`config.mk`:
```
export PLATFORM = sky130hd
export DESIGN_NAME = fp16_cvt_arbiter
export DESIGN_NICKNAME = d
export VERILOG_FILES = /design/src/rtl/fp_cvt_pkg.sv /design/src/rtl/fp32_to_fp16.sv /design/src/rtl/rr_arbiter.sv /design/src/rtl/fp16_cvt_arbiter.sv
export SDC_FILE = /design/constraint.sdc
export NUM_CORES = 1
export LEC_CHECK = 0
export BUFFER_PORTS_ARGS = -buffer_cell sky130_fd_sc_hd__buf_2
export CORE_MARGIN = 5
export CORE_UTILIZATION = 43
export DETAILED_ROUTE_END_ITERATION = 10
export GPL_TIMING_DRIVEN = 0
export PLACE_DENSITY_LB_ADDON = 0.2
export SYNTH_ARGS = -nofsm -noshare
export SYNTH_HDL_FRONTEND = slang
export SYNTH_SLANG_ARGS = --single-unit
```
`constraint.sdc`:
```
create_clock -name clk -period 4.29 [get_ports clk]
set_clock_uncertainty 0.15 [all_clocks]
set_input_delay 0.429 -clock clk [delete_from_list [all_inputs] [get_ports clk]]
set_output_delay 0.429 -clock clk [all_outputs]
set_load 0.005 [all_outputs]
```
`src/rtl/fp_cvt_pkg.sv`:
```
// -----------------------------------------------------------------------------
// fp_cvt_pkg
// Shared constants and helpers for the FP32->FP16 conversion arbiter slice.
//   FP32_W / FP16_W : operand and result widths
//   FP16_EXP_INF    : all-ones FP16 exponent (inf / NaN)
//   FP16_QNAN       : canonical positive quiet NaN
//   id_width()      : width of a requester index for n requesters (min 1)
// -----------------------------------------------------------------------------
package fp_cvt_pkg;

  localparam int          FP32_W       = 32;
  localparam int          FP16_W       = 16;
  localparam logic [4:0]  FP16_EXP_INF = 5'h1F;
  localparam logic [15:0] FP16_QNAN    = 16'h7E00;

  // A single requester still needs a 1-bit tag so ports never collapse to
  // zero width.
  function automatic int id_width(input int n);
    return (n <= 2) ? 1 : $clog2(n);
  endfunction

endpackage

```
`src/rtl/fp32_to_fp16.sv`:
```
// -----------------------------------------------------------------------------
// fp32_to_fp16
// Purely combinational FP32 -> FP16 converter (truncating).
//   a : FP32 operand
//   y : FP16 result
// NaN keeps sign and upper payload and is forced quiet; overflow gives +/-inf;
// FP32 denormals flush to +/-0; small results become FP16 denormals or zero.
// -----------------------------------------------------------------------------
module fp32_to_fp16
  import fp_cvt_pkg::*;
(
  input  logic [FP32_W-1:0] a,
  output logic [FP16_W-1:0] y
);

  logic        sign;
  logic [7:0]  exp;
  logic [22:0] man;
  logic [4:0]  shamt;

  assign sign = a[31];
  assign exp  = a[30:23];
  assign man  = a[22:0];

  // Denormal path: the implicit-one significand is shifted right so that one
  // LSB of the result weighs 2^-24. exp 112 needs a shift of 14, exp 103 a
  // shift of 23; anything below exp 103 truncates to zero.
  assign shamt = 5'(8'd126 - exp);

  always_comb begin
    y = {sign, 15'h0000};
    if (exp == 8'hFF) begin
      if (man != 23'd0) begin
        y = FP16_QNAN | {sign, 5'h00, man[22:13]};
      end else begin
        y = {sign, FP16_EXP_INF, 10'h000};
      end
    end else if (exp == 8'h00) begin
      y = {sign, 15'h0000};
    end else if (exp >= 8'd143) begin
      // FP16 biased exponent would be 31 or more.
      y = {sign, FP16_EXP_INF, 10'h000};
    end else if (exp >= 8'd113) begin
      y = {sign, 5'(exp - 8'd112), man[22:13]};
    end else if (exp >= 8'd103) begin
      y = {sign, 5'h00, 10'({1'b1, man} >> shamt)};
    end
  end

endmodule

```
`src/rtl/rr_arbiter.sv`:
```
// -----------------------------------------------------------------------------
// rr_arbiter
// Round-robin arbiter over N requesters; owns the rotating priority pointer.
//   clk, rst  : clock, asynchronous active-high reset (ptr -> 0)
//   en        : grant permission for this cycle
//   req       : request vector
//   grant     : one-hot grant (zero when nothing granted)
//   grant_idx : index of the granted requester
//   advance   : a grant is issued this cycle (pointer moves past grant_idx)
// -----------------------------------------------------------------------------
module rr_arbiter
  import fp_cvt_pkg::*;
#(
  parameter int N   = 4,
  parameter int IDW = id_width(N)
) (
  input  logic           clk,
  input  logic           rst,
  input  logic           en,
  input  logic [N-1:0]   req,
  output logic [N-1:0]   grant,
  output logic [IDW-1:0] grant_idx,
  output logic           advance
);

  logic [IDW-1:0] ptr_reg;
  logic [IDW-1:0] ptr_next;
  int             scan_idx;

  // Scan from ptr upward with wrap; the first hit wins.
  always_comb begin
    advance   = 1'b0;
    grant_idx = '0;
    scan_idx  = 0;
    if (en) begin
      for (int k = 0; k < N; k++) begin
        scan_idx = (int'(ptr_reg) + k) % N;
        if (!advance && req[scan_idx]) begin
          advance   = 1'b1;
          grant_idx = IDW'(scan_idx);
        end
      end
    end
  end

  genvar gi;
  generate
    for (gi = 0; gi < N; gi++) begin : g_grant
      assign grant[gi] = advance && (grant_idx == IDW'(gi));
    end
  endgenerate

  always_comb begin
    ptr_next = ptr_reg;
    if (advance) begin
      ptr_next = (grant_idx == IDW'(N - 1)) ? '0 : grant_idx + 1'b1;
    end
  end

  always_ff @(posedge clk or posedge rst) begin
    if (rst) begin
      ptr_reg <= '0;
    end else begin
      ptr_reg <= ptr_next;
    end
  end

endmodule

```
`src/rtl/fp16_cvt_arbiter.sv`:
```
// -----------------------------------------------------------------------------
// fp16_cvt_arbiter
// Shares one combinational FP32->FP16 converter among NUM_REQ valid/ready
// requesters. One operand is accepted per cycle (round robin) and its FP16
// result is returned one cycle later on a single tagged response stream.
//   clk, rst   : clock, asynchronous active-high reset
//   en         : grant enable (an in-flight response still drains when low)
//   req_valid  : per-requester operand valid
//   req_data   : per-requester FP32 operand, requester i at [32*i+31:32*i]
//   req_ready  : per-requester accept, one-hot or zero
//   rsp_valid / rsp_data / rsp_id / rsp_ready : tagged FP16 response stream
// Optional (macro FP16_CVT_STATS_EN):
//   stat_conv  : saturating count of accepted operands
//   stat_ovf   : saturating count of finite operands that converted to +/-inf
// -----------------------------------------------------------------------------
module fp16_cvt_arbiter
  import fp_cvt_pkg::*;
#(
  parameter int NUM_REQ = 4,
  parameter int ID_W    = id_width(NUM_REQ)
) (
  input  logic                      clk,
  input  logic                      rst,
  input  logic                      en,
  input  logic [NUM_REQ-1:0]        req_valid,
  input  logic [NUM_REQ*FP32_W-1:0] req_data,
  output logic [NUM_REQ-1:0]        req_ready,
  output logic                      rsp_valid,
  output logic [FP16_W-1:0]         rsp_data,
  output logic [ID_W-1:0]           rsp_id,
  input  logic                      rsp_ready
`ifdef FP16_CVT_STATS_EN
  ,
  output logic [31:0]               stat_conv,
  output logic [31:0]               stat_ovf
`endif
);

  logic              rsp_valid_reg;
  logic [FP16_W-1:0] rsp_data_reg;
  logic [ID_W-1:0]   rsp_id_reg;

  logic              can_accept;
  logic              arb_en;
  logic [ID_W-1:0]   grant_idx;
  logic              grant_fire;
  logic [FP32_W-1:0] cvt_in;
  logic [FP16_W-1:0] cvt_out;

  // Output slot is free when empty or being drained this same cycle.
  assign can_accept = en && (!rsp_valid_reg || rsp_ready);
  // Gating with rst keeps req_ready low for the whole reset pulse.
  assign arb_en     = can_accept && !rst;

  rr_arbiter #(
    .N   (NUM_REQ),
    .IDW (ID_W)
  ) u_arb (
    .clk       (clk),
    .rst       (rst),
    .en        (arb_en),
    .req       (req_valid),
    .grant     (req_ready),
    .grant_idx (grant_idx),
    .advance   (grant_fire)
  );

  assign cvt_in = req_data[grant_idx*FP32_W +: FP32_W];

  fp32_to_fp16 u_cvt (
    .a (cvt_in),
    .y (cvt_out)
  );

  always_ff @(posedge clk or posedge rst) begin
    if (rst) begin
      rsp_valid_reg <= 1'b0;
      rsp_data_reg  <= '0;
      rsp_id_reg    <= '0;
    end else if (grant_fire) begin
      rsp_valid_reg <= 1'b1;
      rsp_data_reg  <= cvt_out;
      rsp_id_reg    <= grant_idx;
    end else if (rsp_ready) begin
      rsp_valid_reg <= 1'b0;
    end
  end

  assign rsp_valid = rsp_valid_reg;
  assign rsp_data  = rsp_data_reg;
  assign rsp_id    = rsp_id_reg;

`ifdef FP16_CVT_STATS_EN
  logic        cvt_ovf;
  logic [31:0] stat_conv_reg;
  logic [31:0] stat_ovf_reg;

  // Only finite inputs count; an FP32 inf passing through is not an overflow.
  assign cvt_ovf = (cvt_in[30:23] != 8'hFF) &&
                   (cvt_out[14:0] == {FP16_EXP_INF, 10'h000});

  always_ff @(posedge clk or posedge rst) begin
    if (rst) begin
      stat_conv_reg <= '0;
      stat_ovf_reg  <= '0;
    end else if (grant_fire) begin
      if (stat_conv_reg != 32'hFFFF_FFFF) begin
        stat_conv_reg <= stat_conv_reg + 32'd1;
      end
      if (cvt_ovf && (stat_ovf_reg != 32'hFFFF_FFFF)) begin
        stat_ovf_reg <= stat_ovf_reg + 32'd1;
      end
    end
  end

  assign stat_conv = stat_conv_reg;
  assign stat_ovf  = stat_ovf_reg;
`endif

endmodule

```
==> impl_metrics.env, run 1 <==
export IMPL_grt_pass1_wl_um=19100
export IMPL_drv_slew=0
export IMPL_multi_input_area_um2=2540
export IMPL_synthesis_nets=531
export IMPL_cts_tree="yes"
export IMPL_yosys_warnings=0
export IMPL_synth_top_area_share_pct=16.5
export IMPL_setup_viol=0
export IMPL_synth_flop_cell="dfrtp_1"
export IMPL_place_ws_ns=0.186
export IMPL_drc=0
export IMPL_gr_usage_all_layers_pct=24.1
export IMPL_worst_slack_ns=0.365
export IMPL_period_needed_ns=3.92
export IMPL_dieArea_um2=9490
export IMPL_grt_max_degree=22
export IMPL_rsz0062_at_grt="false"
export IMPL_tns_ns=0
export IMPL_path_class="reg -> reg"
export IMPL_worst_pin_slew_ns=0.796
export IMPL_ir_worst_vdd_mv=0.106
export IMPL_syn_cell_area_um2=3290
export IMPL_first_global_vias=3913
export IMPL_antennaDiodeCount=0
export IMPL_leakage_nw=1.99
export IMPL_synth_compound_area_share_pct=22.0
export IMPL_wl_per_cell_um=18.3
export IMPL_intPower_mw=0.600
export IMPL_synth_area_leaders="mux4_2, dfrtp_1, mux2i_1, nand2_1, a21oi_1"
export IMPL_drt_first_pass_iters=5
export IMPL_n_fill_cell=721
export IMPL_final_nets=694
export IMPL_htreeDepth=1
export IMPL_layout_drive_gt1_share_pct=39.2
export IMPL_cp_arrival_ns=3.91
export IMPL_synth_top_area_cell="mux4_2"
export IMPL_syn_area_per_cell_um2=8.40
export IMPL_synth_edf_count=0
export IMPL_cts_sinks=21
export IMPL_cts_resized=0
export IMPL_total_power_mw=1.08
export IMPL_detail_route_antenna_nets=0
export IMPL_place_gp_congestion=0.927
export IMPL_postLayoutCoreUtil_pct=57.9
export IMPL_drt_wl_total_um=11900
export IMPL_ys_seq_elements=21
export IMPL_initial_utilization_pct=44.8
export IMPL_min_path_type="in -> async"
export IMPL_finalCritPeriodShare_pct=91.5
export IMPL_hold_viol_final=0
export IMPL_swShare_pct=44.4
export IMPL_register_area_um2=526
export IMPL_cellPowerDensity_nw_per_um2=254
export IMPL_final_cell_area_um2=4250
export IMPL_synth_simple_area_share_pct=21.3
export IMPL_io_buffers=158
export IMPL_power_switching_mw=0.478
export IMPL_synth_mux_area_share_pct=30.2
export IMPL_hpwl_um=10000
export IMPL_cap_violations=0
export IMPL_clock_power_share_pct=11.6
export IMPL_num_vias=3922
export IMPL_rows=31
export IMPL_post_cts_buffers=0
export IMPL_worstPathMaxFanout=11
export IMPL_synthAdderAreaFrac_pct=1.52
export IMPL_status="finished, final reports clean"
export IMPL_synthDistinctLibCells=58
export IMPL_critPathLaunchType="flop"
export IMPL_synth_xor_area_share_pct=2.06
export IMPL_die_x_um=97.4
export IMPL_max_slew_margin_pct=46.9
export IMPL_largest_reg_flops=16
export IMPL_design_core_area_um2=7330
export IMPL_overflow=0
export IMPL_hold_buffers=0
export IMPL_share_seq_of_total_power_pct=25.1
export IMPL_numCtsBuffers=3
export IMPL_area_delta_synth_final_pct=29.2
export IMPL_post_drt_via_cell_ratio=6.02
export IMPL_die_h_um=97.4
export IMPL_seq_area_frac_synth_pct=16.0
export IMPL_fmaxAchievable_mhz=255
export IMPL_end_kind="flop"
export IMPL_cts_buffer_depth=2
export IMPL_io_pins=159
export IMPL_combPwrFrac_pct=63.3
export IMPL_clock_tree_root_cell="clkbuf_8"
export IMPL_place_area_um2=4200
export IMPL_path_clk_slew_ns=0.08
export IMPL_drt_initial_drc_count=311
export IMPL_clock_latency_ns=0.25
export IMPL_antenna_found_initial=0
export IMPL_cp_required_ns=4.27
export IMPL_async_flop_share_pct=100
export IMPL_syn_inst=391
export IMPL_synth_top_family_by_area="multiplexers"
[cell usage after synthesis (3+ instances only)]
library cell / n
mux2i_1: 43
nand2_1: 40
nor2_1: 36
a21oi_1: 27
o21ai_0: 27
mux4_2: 24
dfrtp_1: 21
inv_1: 17
nand3_1: 13
buf_2: 11
clkbuf_1: 11
nor4_1: 10
o211ai_1: 9
or4_1: 8
and2_1: 5
buf_6: 5
and3_1: 4
ha_1: 4
nand2b_1: 4
nor3_1: 4
o2111ai_1: 4
o22ai_1: 4
a211oi_1: 3
a31oi_1: 3
a32oi_1: 3
o21ai_2: 3
o221ai_1: 3
o31ai_1: 3
[power by group through the flow]
stage | clock network [mW] | registers (mW) | logic (mW)
6_report | 0.125 | 0.270 | 0.683
5_1_grt | 0.137 | 0.277 | 0.749
4_1_cts | 0.129 | 0.270 | 0.675
3_5_place_dp | 0 | 0.274 | 0.672
3_3_place_gp | 0 | 0.271 | 0.665
2_1_floorplan | 0 | 0.274 | 0.442
[layout make-up]
class	count	area share [%]
multi-input combinational	325	59.7
timing repair buffer	158	18.6
sequential	21	12.4
buffer	28	3.77
tap	99	2.92
inverter	17	1.50
clock buffer	3	0.972
clock inverter	1	0.118
[metrics by stage]
stage / cells / hold slack (ns)
after floorplan: 391 / 0.256
after global placement: 648 / 0.307
after detailed placement: 648 / 0.309
after CTS: 652 / 0.204
after global routing: 652 / 0.276
final: 652 / 0.172
[kinds of logic after synthesis]
family                   Yosys count
AND/OR/NAND/NOR                  136
AO/OA/AOI/OAI                    110
multiplexers                      69
buffers and inverters             45
flip-flops                        21
XOR/XNOR                           6
adder cells (fa/ha/maj)            4
[critical path: stages, from the launching register on]
cell       delay [ns]
dfrtp_1          0.48
mux2i_1          0.22
nor2_1           0.07
a2111oi_2        0.40
buf_6            0.25
buf_6            0.20
buf_2            0.29
mux4_2           0.67
mux2i_1          0.18
mux2i_1          0.12
mux2i_1          0.25
o22ai_1          0.15
a211oi_1         0.27
o22ai_1          0.11
[cell usage in the layout (no fill, tap or decap), types with 8 or more instances in the layout]
master | Yosys | final
o211ai_1 | 9 | 9
nor2_1 | 36 | 36
or4_1 | 8 | 8
dfrtp_1 | 21 | 21
mux2i_1 | 43 | 43
mux4_2 | 24 | 24
nor4_1 | 10 | 10
o21ai_0 | 27 | 27
nand2_1 | 40 | 40
inv_1 | 17 | 17
clkbuf_1 | 11 | 11
nand3_1 | 13 | 13
buf_2 | 11 | 169
a21oi_1 | 27 | 27
[final timing paths]
path                                        from            to  slack (ns)  cells after the start
max in group asynchronous                    rst   rsp_data[7]        3.32                      2
worst min-delay path                         rst     rsp_valid        0.17                      2
worst max register to register  u_arb.ptr_reg[1]   rsp_data[0]        0.37                     13
worst max-delay path            u_arb.ptr_reg[1]   rsp_data[0]        0.37                     13
worst min register to register      rsp_data[10]  rsp_data[10]        0.32                      2
min in group clk                    rsp_data[10]  rsp_data[10]        0.32                      2
[metal layers]
layer | wire length [um] | track usage, %
met4 | 269 | 6.82
met3 | 1030 | 3.66
met2 | 5680 | 41.4
met5 | 0 | 0
met1 | 4920 | 31.4
No activity file was read; power rests on OpenSTA's default activity.
==> run 2, diff against run 1 <==
- CTS_CLUSTER_DIAMETER: not set -> 120
- MAX_ROUTING_LAYER: not set -> met4
- clock period: 4.29 -> 5.05 ns (I/O delays scaled with it)
==> run 2 against run 1 <==
Global-route usage is 1.2 points higher. Sequential power decreased by 15%. Worst hold slack better by 0.061 ns. Design area did not move. Critical path type unchanged. Largest cell class unchanged. Largest power group unchanged.
==> impl_metrics.env, run 2 (same netlist as run 1, synthesis figures left out) <==
export IMPL_numCtsBuffers=3
export IMPL_final_cell_mix="buf_2, mux2i_1, nand2_1"
export IMPL_antennaDiodeCount=0
export IMPL_hold_buffers=0
export IMPL_intPower_mw=0.510
export IMPL_cts_tree="yes"
export IMPL_hpwl_um=9940
export IMPL_rsz0062_at_grt="false"
export IMPL_min_path_type="in -> async"
export IMPL_drt_wl_total_um=11900
export IMPL_die_h_um=97.4
export IMPL_cap_violations=0
export IMPL_die_x_um=97.4
export IMPL_path_clk_slew_ns=0.07
export IMPL_combPwrFrac_pct=63.4
export IMPL_final_nets=694
export IMPL_largest_reg_flops=16
export IMPL_htreeDepth=1
export IMPL_dieArea_um2=9490
export IMPL_antenna_found_initial=0
export IMPL_leakage_nw=1.99
export IMPL_wl_per_cell_um=18.2
export IMPL_area_delta_synth_final_pct=29.2
export IMPL_clock_power_share_pct=11.7
export IMPL_setup_viol=0
export IMPL_place_gp_congestion=0.915
export IMPL_post_cts_buffers=0
export IMPL_critPathLaunchType="flop"
export IMPL_overflow=0
export IMPL_place_ws_ns=0.862
export IMPL_worst_pin_slew_ns=0.769
export IMPL_power_switching_mw=0.408
export IMPL_num_vias=3879
export IMPL_end_kind="flop"
export IMPL_gr_usage_all_layers_pct=25.3
export IMPL_final_common_cell="buf_2"
export IMPL_total_power_mw=0.918
export IMPL_rows=31
export IMPL_post_drt_via_cell_ratio=5.95
export IMPL_clock_latency_ns=0.26
export IMPL_worst_slack_ns=1.12
export IMPL_io_pins=159
export IMPL_max_slew_margin_pct=48.7
export IMPL_fmaxAchievable_mhz=255
export IMPL_detail_route_antenna_nets=0
export IMPL_share_seq_of_total_power_pct=24.9
export IMPL_cts_sinks=21
export IMPL_cp_required_ns=5.04
export IMPL_cellPowerDensity_nw_per_um2=216
export IMPL_cts_resized=0
export IMPL_clock_tree_root_cell="clkbuf_8"
export IMPL_io_buffers=158
export IMPL_drt_initial_drc_count=272
export IMPL_hold_viol_final=0
export IMPL_worstPathMaxFanout=11
export IMPL_path_class="reg -> reg"
export IMPL_drc=0
export IMPL_grt_max_degree=22
export IMPL_design_core_area_um2=7330
export IMPL_ir_worst_vdd_mv=0.0899
export IMPL_first_global_vias=3931
export IMPL_initial_utilization_pct=44.8
export IMPL_grt_pass1_wl_um=19500
export IMPL_drv_slew=0
export IMPL_cp_arrival_ns=3.91
export IMPL_layout_drive_gt1_share_pct=39.2
export IMPL_status="finished, final reports clean"
export IMPL_cts_buffer_depth=2
export IMPL_tns_ns=0
export IMPL_swShare_pct=44.4
export IMPL_period_needed_ns=3.93
export IMPL_drt_first_pass_iters=5
export IMPL_finalCritPeriodShare_pct=77.7
## run 2: cell counts in the layout (fill, tap and decap cells not counted)
Identical to the previous run, type by type.
## run 2: cell type report
class	count	area, um2
multi-input cells	325	2540
fillers	716	3080
clock inverters	1	5.00
flip-flops and latches	21	526
inverters	17	63.8
plain buffers	28	160
well taps	99	124
repair buffers	158	791
clock buffers	3	41.3
## run 2: routing by layer
metal	vias up	GRT usage, %	part of all wire [%]
met5	-	-	0
met4	0	5.54	1.1
met3	11	2.44	7.6
met2	186	41.6	48
met1	1846	34.0	43
li1	1836	-	-
## run 2: path summary, 6_finish.rpt
kind                                   from            to  slack [ns]  cells past startpoint
max reg2reg                u_arb.ptr_reg[1]   rsp_data[0]        1.12                     13
min                                     rst     rsp_valid        0.23                      2
max in group asynchronous               rst   rsp_data[6]        4.04                      2
min in group clk               rsp_data[13]  rsp_data[13]        0.33                      2
max                        u_arb.ptr_reg[1]   rsp_data[0]        1.12                     13
min reg2reg                    rsp_data[13]  rsp_data[13]        0.33                      2
## run 2: stage by stage
| step | hold slack (ns) | area, um2 | instances | util (%) |
|---|---|---|---|---|
| floorplan | 0.321 | 3290 | 391 | - |
| CTS | 0.267 | 4250 | 652 | 57.9 |
| global placement | 0.307 | 4200 | 648 | 57.3 |
| finish | 0.233 | 4250 | 652 | 57.9 |
| detailed placement | 0.315 | 4200 | 648 | 57.3 |
| global route | 0.325 | 4250 | 652 | 57.9 |
## run 2: power groups by stage
stage                     sequential [mW]  combinational, mW  clock (mW)
after floorplan                     0.232              0.375           0
after global placement              0.230              0.567           0
after detailed placement            0.232              0.573           0
after CTS                           0.229              0.575       0.111
after global routing                0.235              0.636       0.115
final                               0.229              0.582       0.107
## run 2: worst max-delay path: stages, from the launching register on
cell and delay (ns):
dfrtp_1 0.47, mux2i_1 0.21, nor2_1 0.06, a2111oi_2 0.40, buf_6 0.25, buf_6 0.20, buf_2 0.30, mux4_2 0.66
mux2i_1 0.18, mux2i_1 0.09, mux2i_1 0.29, o22ai_1 0.15, a211oi_1 0.27, o22ai_1 0.11
